<file path="src/rtl/stream_rr_arbiter.sv">
// stream_rr_arbiter
//   Shares one valid/ready sink, typically a fifo write port, between NUM_REQ
//   requesters. Arbitration is round-robin at packet granularity. A winner keeps
//   the sink until it transfers a beat with last=1. The output is a one-entry
//   registered stage that sustains one beat per cycle.
//
//   Optional build macro: STREAM_RR_ARBITER_ID_EN
//     When defined, adds data_out_id. It is registered with data_out and holds
//     the index of the requester that supplied the beat.
//
//   The reset input is named "reset" but is active-low. It asserts
//   asynchronously and releases synchronously.

module stream_rr_arbiter #(
    parameter int  NUM_REQ = 4,
    parameter int  WIDTH   = 32,
    localparam int IDX_W   = (NUM_REQ > 1) ? $clog2(NUM_REQ) : 1
) (
    input  logic                     clk,
    input  logic                     reset,
    input  logic [NUM_REQ*WIDTH-1:0] req_data,
    input  logic [NUM_REQ-1:0]       req_last,
    input  logic [NUM_REQ-1:0]       req_val,
    output logic [NUM_REQ-1:0]       req_rdy,
    output logic [WIDTH-1:0]         data_out,
    output logic                     data_out_last,
    output logic                     data_out_val,
    input  logic                     data_out_rdy,
`ifdef STREAM_RR_ARBITER_ID_EN
    output logic [IDX_W-1:0]         data_out_id,
`endif
    output logic                     busy
);

    typedef enum logic [0:0] {
        IDLE   = 1'b0,
        LOCKED = 1'b1
    } state_e;

    // Arbitration state
    state_e           state_q, state_d;
    logic [IDX_W-1:0] rr_ptr_q, rr_ptr_d;
    logic [IDX_W-1:0] owner_q, owner_d;

    // Output stage
    logic             out_val_q, out_val_d;
    logic [WIDTH-1:0] out_data_q, out_data_d;
    logic             out_last_q, out_last_d;
`ifdef STREAM_RR_ARBITER_ID_EN
    logic [IDX_W-1:0] out_id_q, out_id_d;
`endif

    // Combinational helpers
    logic             space;
    logic             found;
    logic [IDX_W-1:0] winner;
    logic [IDX_W-1:0] cand;
    int               scan_idx;
    logic [IDX_W-1:0] sel;
    logic             sel_ok;
    logic             xfer;
    logic [WIDTH-1:0] sel_data;
    logic             sel_last;

    // Successor index modulo NUM_REQ. It never produces an out-of-range value.
    function automatic logic [IDX_W-1:0] next_idx(input logic [IDX_W-1:0] i);
        if (int'(i) >= NUM_REQ - 1) begin
            return '0;
        end
        return i + 1'b1;
    endfunction

    // The output stage can take a beat when it is empty or being drained this cycle.
    assign space = ~out_val_q | data_out_rdy;

    // Round-robin scan starting at rr_ptr: pick the first valid requester.
    // NOTE: every signal written in always_comb gets a default first, so no path
    // leaves it unassigned and no latch is inferred.
    always_comb begin
        found    = 1'b0;
        winner   = '0;
        scan_idx = 0;
        cand     = '0;
        for (int k = 0; k < NUM_REQ; k++) begin
            scan_idx = int'(rr_ptr_q) + k;
            if (scan_idx >= NUM_REQ) begin
                scan_idx = scan_idx - NUM_REQ;
            end
            cand = IDX_W'(scan_idx);
            if (!found && req_val[cand]) begin
                found  = 1'b1;
                winner = cand;
            end
        end
    end

    // Grant: the owner while locked, otherwise the scan winner. Gated by space and reset.
    always_comb begin
        sel     = (state_q == LOCKED) ? owner_q : winner;
        sel_ok  = (state_q == LOCKED) | found;
        req_rdy = '0;
        if (reset && sel_ok && space) begin
            req_rdy[sel] = 1'b1;
        end
    end

    assign xfer     = req_val[sel] & req_rdy[sel];
    assign sel_data = req_data[int'(sel)*WIDTH +: WIDTH];
    assign sel_last = req_last[sel];

    // Packet lock FSM. The round-robin pointer moves only when a last beat completes.
    always_comb begin
        state_d  = state_q;
        owner_d  = owner_q;
        rr_ptr_d = rr_ptr_q;
        case (state_q)
            IDLE: begin
                if (xfer) begin
                    if (sel_last) begin
                        rr_ptr_d = next_idx(winner);
                    end else begin
                        state_d = LOCKED;
                        owner_d = winner;
                    end
                end
            end
            LOCKED: begin
                if (xfer && sel_last) begin
                    state_d  = IDLE;
                    rr_ptr_d = next_idx(owner_q);
                end
            end
            default: state_d = IDLE;
        endcase
    end

    // Output stage: load on transfer, clear on drain without refill, otherwise hold.
    always_comb begin
        out_val_d  = out_val_q;
        out_data_d = out_data_q;
        out_last_d = out_last_q;
`ifdef STREAM_RR_ARBITER_ID_EN
        out_id_d   = out_id_q;
`endif
        if (xfer) begin
            out_val_d  = 1'b1;
            out_data_d = sel_data;
            out_last_d = sel_last;
`ifdef STREAM_RR_ARBITER_ID_EN
            out_id_d   = sel;
`endif
        end else if (data_out_rdy) begin
            out_val_d = 1'b0;
        end
    end

    // Arbitration state register.
    // NOTE: sequential state uses non-blocking assignments, so every register
    // samples pre-edge values and no ordering race exists between blocks.
    always_ff @(posedge clk or negedge reset) begin
        if (!reset) begin
            state_q  <= IDLE;
            rr_ptr_q <= '0;
            owner_q  <= '0;
        end else begin
            state_q  <= state_d;
            rr_ptr_q <= rr_ptr_d;
            owner_q  <= owner_d;
        end
    end

    // Output stage register.
    // NOTE: data and last are reset as well as valid, so the sink sees all-zero
    // outputs out of reset. A packet abandoned by reset leaves nothing behind.
    always_ff @(posedge clk or negedge reset) begin
        if (!reset) begin
            out_val_q  <= 1'b0;
            out_data_q <= '0;
            out_last_q <= 1'b0;
`ifdef STREAM_RR_ARBITER_ID_EN
            out_id_q   <= '0;
`endif
        end else begin
            out_val_q  <= out_val_d;
            out_data_q <= out_data_d;
            out_last_q <= out_last_d;
`ifdef STREAM_RR_ARBITER_ID_EN
            out_id_q   <= out_id_d;
`endif
        end
    end

    assign data_out      = out_data_q;
    assign data_out_last = out_last_q;
    assign data_out_val  = out_val_q;
    assign busy          = (state_q == LOCKED);
`ifdef STREAM_RR_ARBITER_ID_EN
    assign data_out_id   = out_id_q;
`endif

endmodule

</file>
<file path="config.mk">
export PLATFORM = sky130hd
export DESIGN_NAME = stream_rr_arbiter
export DESIGN_NICKNAME = d
export VERILOG_FILES = /design/src/rtl/stream_rr_arbiter.sv
export SDC_FILE = /design/constraint.sdc
export NUM_CORES = 1
export LEC_CHECK = 0
export ABC_AREA = 1
export CAP_MARGIN = 20
export CELL_PAD_IN_SITES_DETAIL_PLACEMENT = 0
export CELL_PAD_IN_SITES_GLOBAL_PLACEMENT = 1
export CORE_MARGIN = 2
export CORE_UTILIZATION = 26
export CTS_BUF_LIST = sky130_fd_sc_hd__clkbuf_4
export DETAILED_ROUTE_END_ITERATION = 16
export PLACE_DENSITY_LB_ADDON = 0.25
export SLEW_MARGIN = 20
export SYNTH_ARGS = -nofsm -noshare
export SYNTH_HDL_FRONTEND = slang
export SYNTH_SLANG_ARGS = --single-unit
</file>
<file path="constraint.sdc">
create_clock -name clk -period 3.8 [get_ports clk]
set_input_delay 0.57 -clock clk [delete_from_list [all_inputs] [get_ports clk]]
set_output_delay 0.57 -clock clk [all_outputs]
set_load 0.03 [all_outputs]
</file>
# Yosys cells after proc, flatten, opt, wreduce, memory -nomap -nowiden
# Index checks and enable logic that the tools add are counted.
# Widths: inputs -> output; s select.
[classes]
addsub = 9
n_lt_le_gt_ge = 12
eq_ne = 3
shift = 1
n_mux = 51
bitwise = 6
reduce_logical = 13
[op_table]
columns = ["operator", "n"]
rows = [
  ["$shiftx 128x8->32", 1],
  ["$mux 2", 16],
  ["$mux 1", 24],
  ["$lt 2x3->1 const B", 5],
  ["$bmux 1 s2", 7],
  ["$ge 3x3->1 const B", 3],
  ["$sub 2x1->2 const B", 4],
  ["$logic_and 1x1->1", 7],
  ["$add 2x2->3 const B", 2],
  ["$reduce_and 3->1", 2],
  ["$add 2x1->2 const B", 2],
  ["$ge 2x2->1 const B", 2],
  ["$mux 4", 1],
  ["$ne 2x2->1 const B", 2],
  ["$pmux 2 s2", 1],
  ["$add 2x1->3 const B", 1],
  ["$ge 2x3->1 const B", 1],
  ["$logic_not 1->1", 3],
  ["$not 1->1", 3],
  ["$demux 1 s2", 1],
  ["$ge 2x1->1 const B", 1],
  ["$ne 2x1->1 const B", 1],
  ["$or 1x1->1", 2],
  ["$pmux 1 s2", 1],
  ["other kinds (2)", 2],
]
[totals]
regBits = 39
out_inout_bits = 39
elab_cells = 101

# Depth between registers and ports, before layout
[logic_depth]
depth_word = 29
depth_mapped = 19
depth_no_buf = 18

# Worst setup path before layout
# No wires, ideal clock.
[synth_path]
kind = "input-to-output"
startpoint = "input req_val[1]"
endpoint = "output req_rdy[3]"
arrival_time_ns = 2.392
t_required_ns = 3.230
slack_ns = 0.838
cell_stages = 11
path_buffers = 2
cell_sequence = "inv_1 -> nand2_2 -> nand3_1 -> nand2_2 -> nor2_4 -> nand4_1 -> nand4_1 -> nand2_1 -> buf_2 -> buf_2 -> nor3_1"
[synth_between]
elab_chain_cells = 18
word_cells_on_any_way = 32
classes_between = "2 x order compare; 20 x mux; 1 x bitwise; 9 x reduce/logical"
[synth_rtl]
columns = ["item", "line", "text"]
rows = [
  ["start, declared", "23", "input logic [NUM_REQ-1:0] req_val,"],
  ["$bmux 1 s2", "90", "if (!found && req_val[cand]) begin"],
  ["$mux 1 (implied by the code)", "90", ""],
  ["$mux 1", "90", ""],
  ["$logic_not 1->1", "90", ""],
  ["$logic_and 1x1->1", "90", ""],
  ["$mux 1", "90", ""],
  ["$logic_not 1->1", "90", ""],
  ["$logic_and 1x1->1", "90", ""],
  ["[... 2 more ...]", "n/a", ""],
  ["$logic_and 1x1->1", "90", ""],
  ["$mux 2", "90", ""],
  ["$mux 2", "99", "sel = (state_q == LOCKED) ? owner_q : winner;"],
  ["$lt 2x3->1 (implied by the code) / $ge 2x1->1 (equally long branches)", "103", "req_rdy[sel] = 1'b1;"],
  ["$logic_and 1x1->1 (implied by the code)", "103", ""],
  ["$mux 1 (implied by the code)", "103", ""],
  ["$demux 1 s2", "103", ""],
  ["$mux 4 *", "102", "if (reset && sel_ok && space) begin"],
  ["end, declared", "24", "output logic [NUM_REQ-1:0] req_rdy,"],
]
# Every way passes the cells marked *; elsewhere a longest branch is shown, timed or not. The select of a mux whose other input is x is not followed.

# Worst setup path after layout
[layout_path]
startpoint = "register rr_ptr_q[0]"
endpoint = "output req_rdy[0]"
[layout_between]
elab_chain_cells = 20
word_cells_on_any_way = 47
classes_between = "7 x add/sub; 6 x order compare; 24 x mux; 1 x bitwise; 9 x reduce/logical"
[layout_rtl]
columns = ["item", "line", "text"]
rows = [
  ["start, declared", "42", "logic [IDX_W-1:0] rr_ptr_q, rr_ptr_d;"],
  ["start signal, assigned", "167", "rr_ptr_q <= rr_ptr_d;"],
  ["parallel branches: the longest is 19 deep, another holds $add 2x1->3", "n/a", ""],
  ["$mux 4 *", "102", ""],
]
# Every way passes the cells marked *. The select of a mux whose other input is x is not followed.

==> flow_summary_export.csv <==
group,metric,value,unit
status,status,"finished clean",
finish,post-route-cell-area,0.00472,mm2
route,routed_wire_length_per_instance,15.6,um
clock_network,cts_num_sinks,39,
logic_synthesis,synthDominantCellAreaShare,34.4,%
timing,max_clock_freq,293,MHz
critical_path,timing.setup.critical_path_class,"reg2out",
power,p_leak,2.13,nW
clock_network,tritoncts,"built",
logic_synthesis,postSynthRegisterBits,39,
timing,worst_slack_setup_final,0.387,ns
floorplan,rows,38,
route,drt-total-wl,11700,um
clock_network,clock_tree.htree_level_count,2,
timing,setup_viol,0,
route,first_pass_iters,4,
finish,drive_above_1_share,6.09,%
floorplan,fp.dieH,108,um
critical_path,critical-path-slowest-cell,"sky130_fd_sc_hd__clkdlybuf4s50_1",
timing,grt_setup_unrepaired,"no",
place,placed_cell_area,0.00467,mm2
route,drt_drc_violations_left,0,
timing,total_negative_slack_for_setup_checks,0,ns
critical_path,cp.required,3.23,ns
logic_synthesis,synth_cells,443,
place,gp_congestion,0.839,
logic_synthesis,synth_cell_type_count,26,
power,power-per-cell-area,896,mW/mm2
grt,via_count_of_the_first_global_routing_pass,3481,
logic_synthesis,syn-mean-instance-area,6.40,um2
finish,finish.cell_count_without_fillers,749,
route,routed_via_density,4.75,
timing,finalCriticalPeriod,3.41,ns
floorplan,core-area,0.0107,mm2
finish,mostFrequentLayoutCells,"214 x sky130_fd_sc_hd__nand2_1, 174 x sky130_fd_sc_hd__clkdlybuf4s50_1, 77 x sky130_fd_sc_hd__nand3_1",
clock_network,quantity_of_gates_resized_following_cts,0,
place,placement.setup.worst_slack,0.420,ns
logic_synthesis,synth-seq-area-share,34.4,%
grt,grt-ovfl-total,0,
finish,layout_commonest_cell,"sky130_fd_sc_hd__nand2_1",
place,dp_cells,740,
floorplan,die_width,108,um
route,postRouteAntennaNets,0,
grt,grt_first_pass_wirelength,17700,um
finish,area_growth,66.6,%
flow_run,maxCapViolCount,0,
critical_path,max_stage_delay,0.69,ns
floorplan,starting_density,26.4,%
timing,min_period_over_period,89.8,%
logic_synthesis,synth_top_cell_by_area,"sky130_fd_sc_hd__dfrtp_1",
critical_path,cp_max_fo,12,
route,detailroute.via_count,3560,
critical_path,critPathMostFrequentCell,"sky130_fd_sc_hd__nor3_1",
clock_network,cts-hold-fix-buffers,0,
timing,max_slew_headroom_at_the_worst_pin,53.9,%
timing,final.hold.worst_slack,0.287,ns
timing,max_slew.worst_pin.slew,0.692,ns
place,io_buffers,177,
place,hpwl,8630,um
clock_network,cts.root.buffer_cell,"sky130_fd_sc_hd__clkbuf_4",
floorplan,io-pin-count,178,
critical_path,cp_data_arrival_time,2.84,ns
critical_path,crit_path_cell_trace,"inv_2, nand2_1, nand3_1, nand2_2, nor2_4, nand2_1, nor3_1, nor3_1, inv_1, nor3_1, clkdlybuf4s50_1",
power,max-vdd-ir-drop,0.296,mV
logic_synthesis,synth_fp_nets,582,
route,drt-initial-drc-count,318,
critical_path,critical_path.endpoint_type,"output port",
logic_synthesis,yosys_warnings,0,
timing,timing_hold_violations_final,0,
timing,clock-skew-final,0.00528,ns
clock_network,clock_insertion_delay_worst_skew,0.34,ns
grt,grt_max_degree,68,
timing,finalMaxSlewViolations,0,
logic_synthesis,synth.top_cells.by_area,"sky130_fd_sc_hd__dfrtp_1 34%, sky130_fd_sc_hd__nand2_1 28%, sky130_fd_sc_hd__nand3_1 14%",
critical_path,critical_path.startpoint_type,"register",
clock_network,postCtsSetupBuffers,0,
worst_hold_path,holdCritPathClass,"in2async",
floorplan,die_area,0.0118,mm2
logic_synthesis,mappedNetlistArea,0.00283,mm2
clock_network,ctsLongestPathBuffers,2,
clock_network,cts.reportedPaths.clkPinSlew,0.11,ns
grt,globalRouteTotalUtil,19.2,%
grt,antenna_found_initial,0,
clock_network,total_clock_buffers_created_by_cts,5,
finish,fin_nets,746,
-- power by group --
part | switching (mW) | leakage, nW | internal (mW) | total, mW
Sequential | 0.136 | 0.494 | 0.610 | 0.746
Clock | 0.134 | 0.0307 | 0.0758 | 0.209
Combinational | 2.14 | 1.61 | 1.14 | 3.27
-- final cells by class --
cell class	count	area [um2]
fillers	1149	6020
multi-input cells	360	1630
diodes	1	2.50
well taps	140	175
inverters	16	60.1
flip-flops and latches	39	976
repair buffers	185	1820
clock buffers	6	45.0
clock inverters	2	7.51
-- layer usage --
layer  global-route usage (%)  vias to the layer above  share of wire (%)
li1                         -                     1792                  -
met1                     23.9                     1624                 43
met2                     33.2                      130                 48
met3                     4.52                       14                7.7
met4                     5.13                        0                1.9
met5                        0                        -                  0
-- cells in the mapped netlist, drive strengths merged --
| cell type | count |
|---|---|
| nor3 | 6 |
| inv | 16 |
| a21oi | 1 |
| or2 | 1 |
| xor2 | 1 |
| nand3 | 80 |
| mux2i | 1 |
| nor2 | 6 |
| buf | 22 |
| dfrtp | 39 |
| xnor2 | 1 |
| nand4 | 34 |
| o21ai | 7 |
| nand2 | 222 |
| clkbuf | 6 |
-- critical path: cells and delay by family (launching register included) --
family / cells / cell delay, ns
simple gates: 8 / 0.93
flops: 1 / 0.61
buf+inv: 3 / 0.97
-- sequential cells by signal, indices dropped and copies added (netlist names), named ones only --
name	cells
data_out	32
owner_q	2
data_out_val	1
rr_ptr_q	2
data_out_last	1
-- kinds of logic after synthesis --
logic type | after synthesis | synth area share (%)
compound gates | 8 | 1.41
xor+xnor | 2 | 0.618
buf+inv | 44 | 8.12
flops | 39 | 34.4
mux | 1 | 0.353
simple gates | 349 | 55.1
-- per-stage QoR --
stage | power [mW] | utilization [%]
6_report | 4.23 | 43.9
4_1_cts | 4.29 | 43.9
2_1_floorplan | 3.03 | -
5_1_grt | 4.67 | 43.9
3_3_place_gp | 4.04 | 43.4
3_5_place_dp | 4.06 | 43.4
-- worst paths after layout --
path | startpoint | to | slack [ns] | cells past startpoint
min in group clk | data_out[4] | data_out[4] | 0.49 | 2
worst min register to register | data_out[4] | data_out[4] | 0.49 | 2
max in group asynchronous | reset | data_out[3] | 3.16 | 2
worst max register to register | rr_ptr_q[0] | owner_q[0] | 0.83 | 18
worst min-delay path | reset | data_out[23] | 0.29 | 2
worst max-delay path | rr_ptr_q[0] | req_rdy[0] | 0.39 | 11
Power figures use the tool's default switching activity.
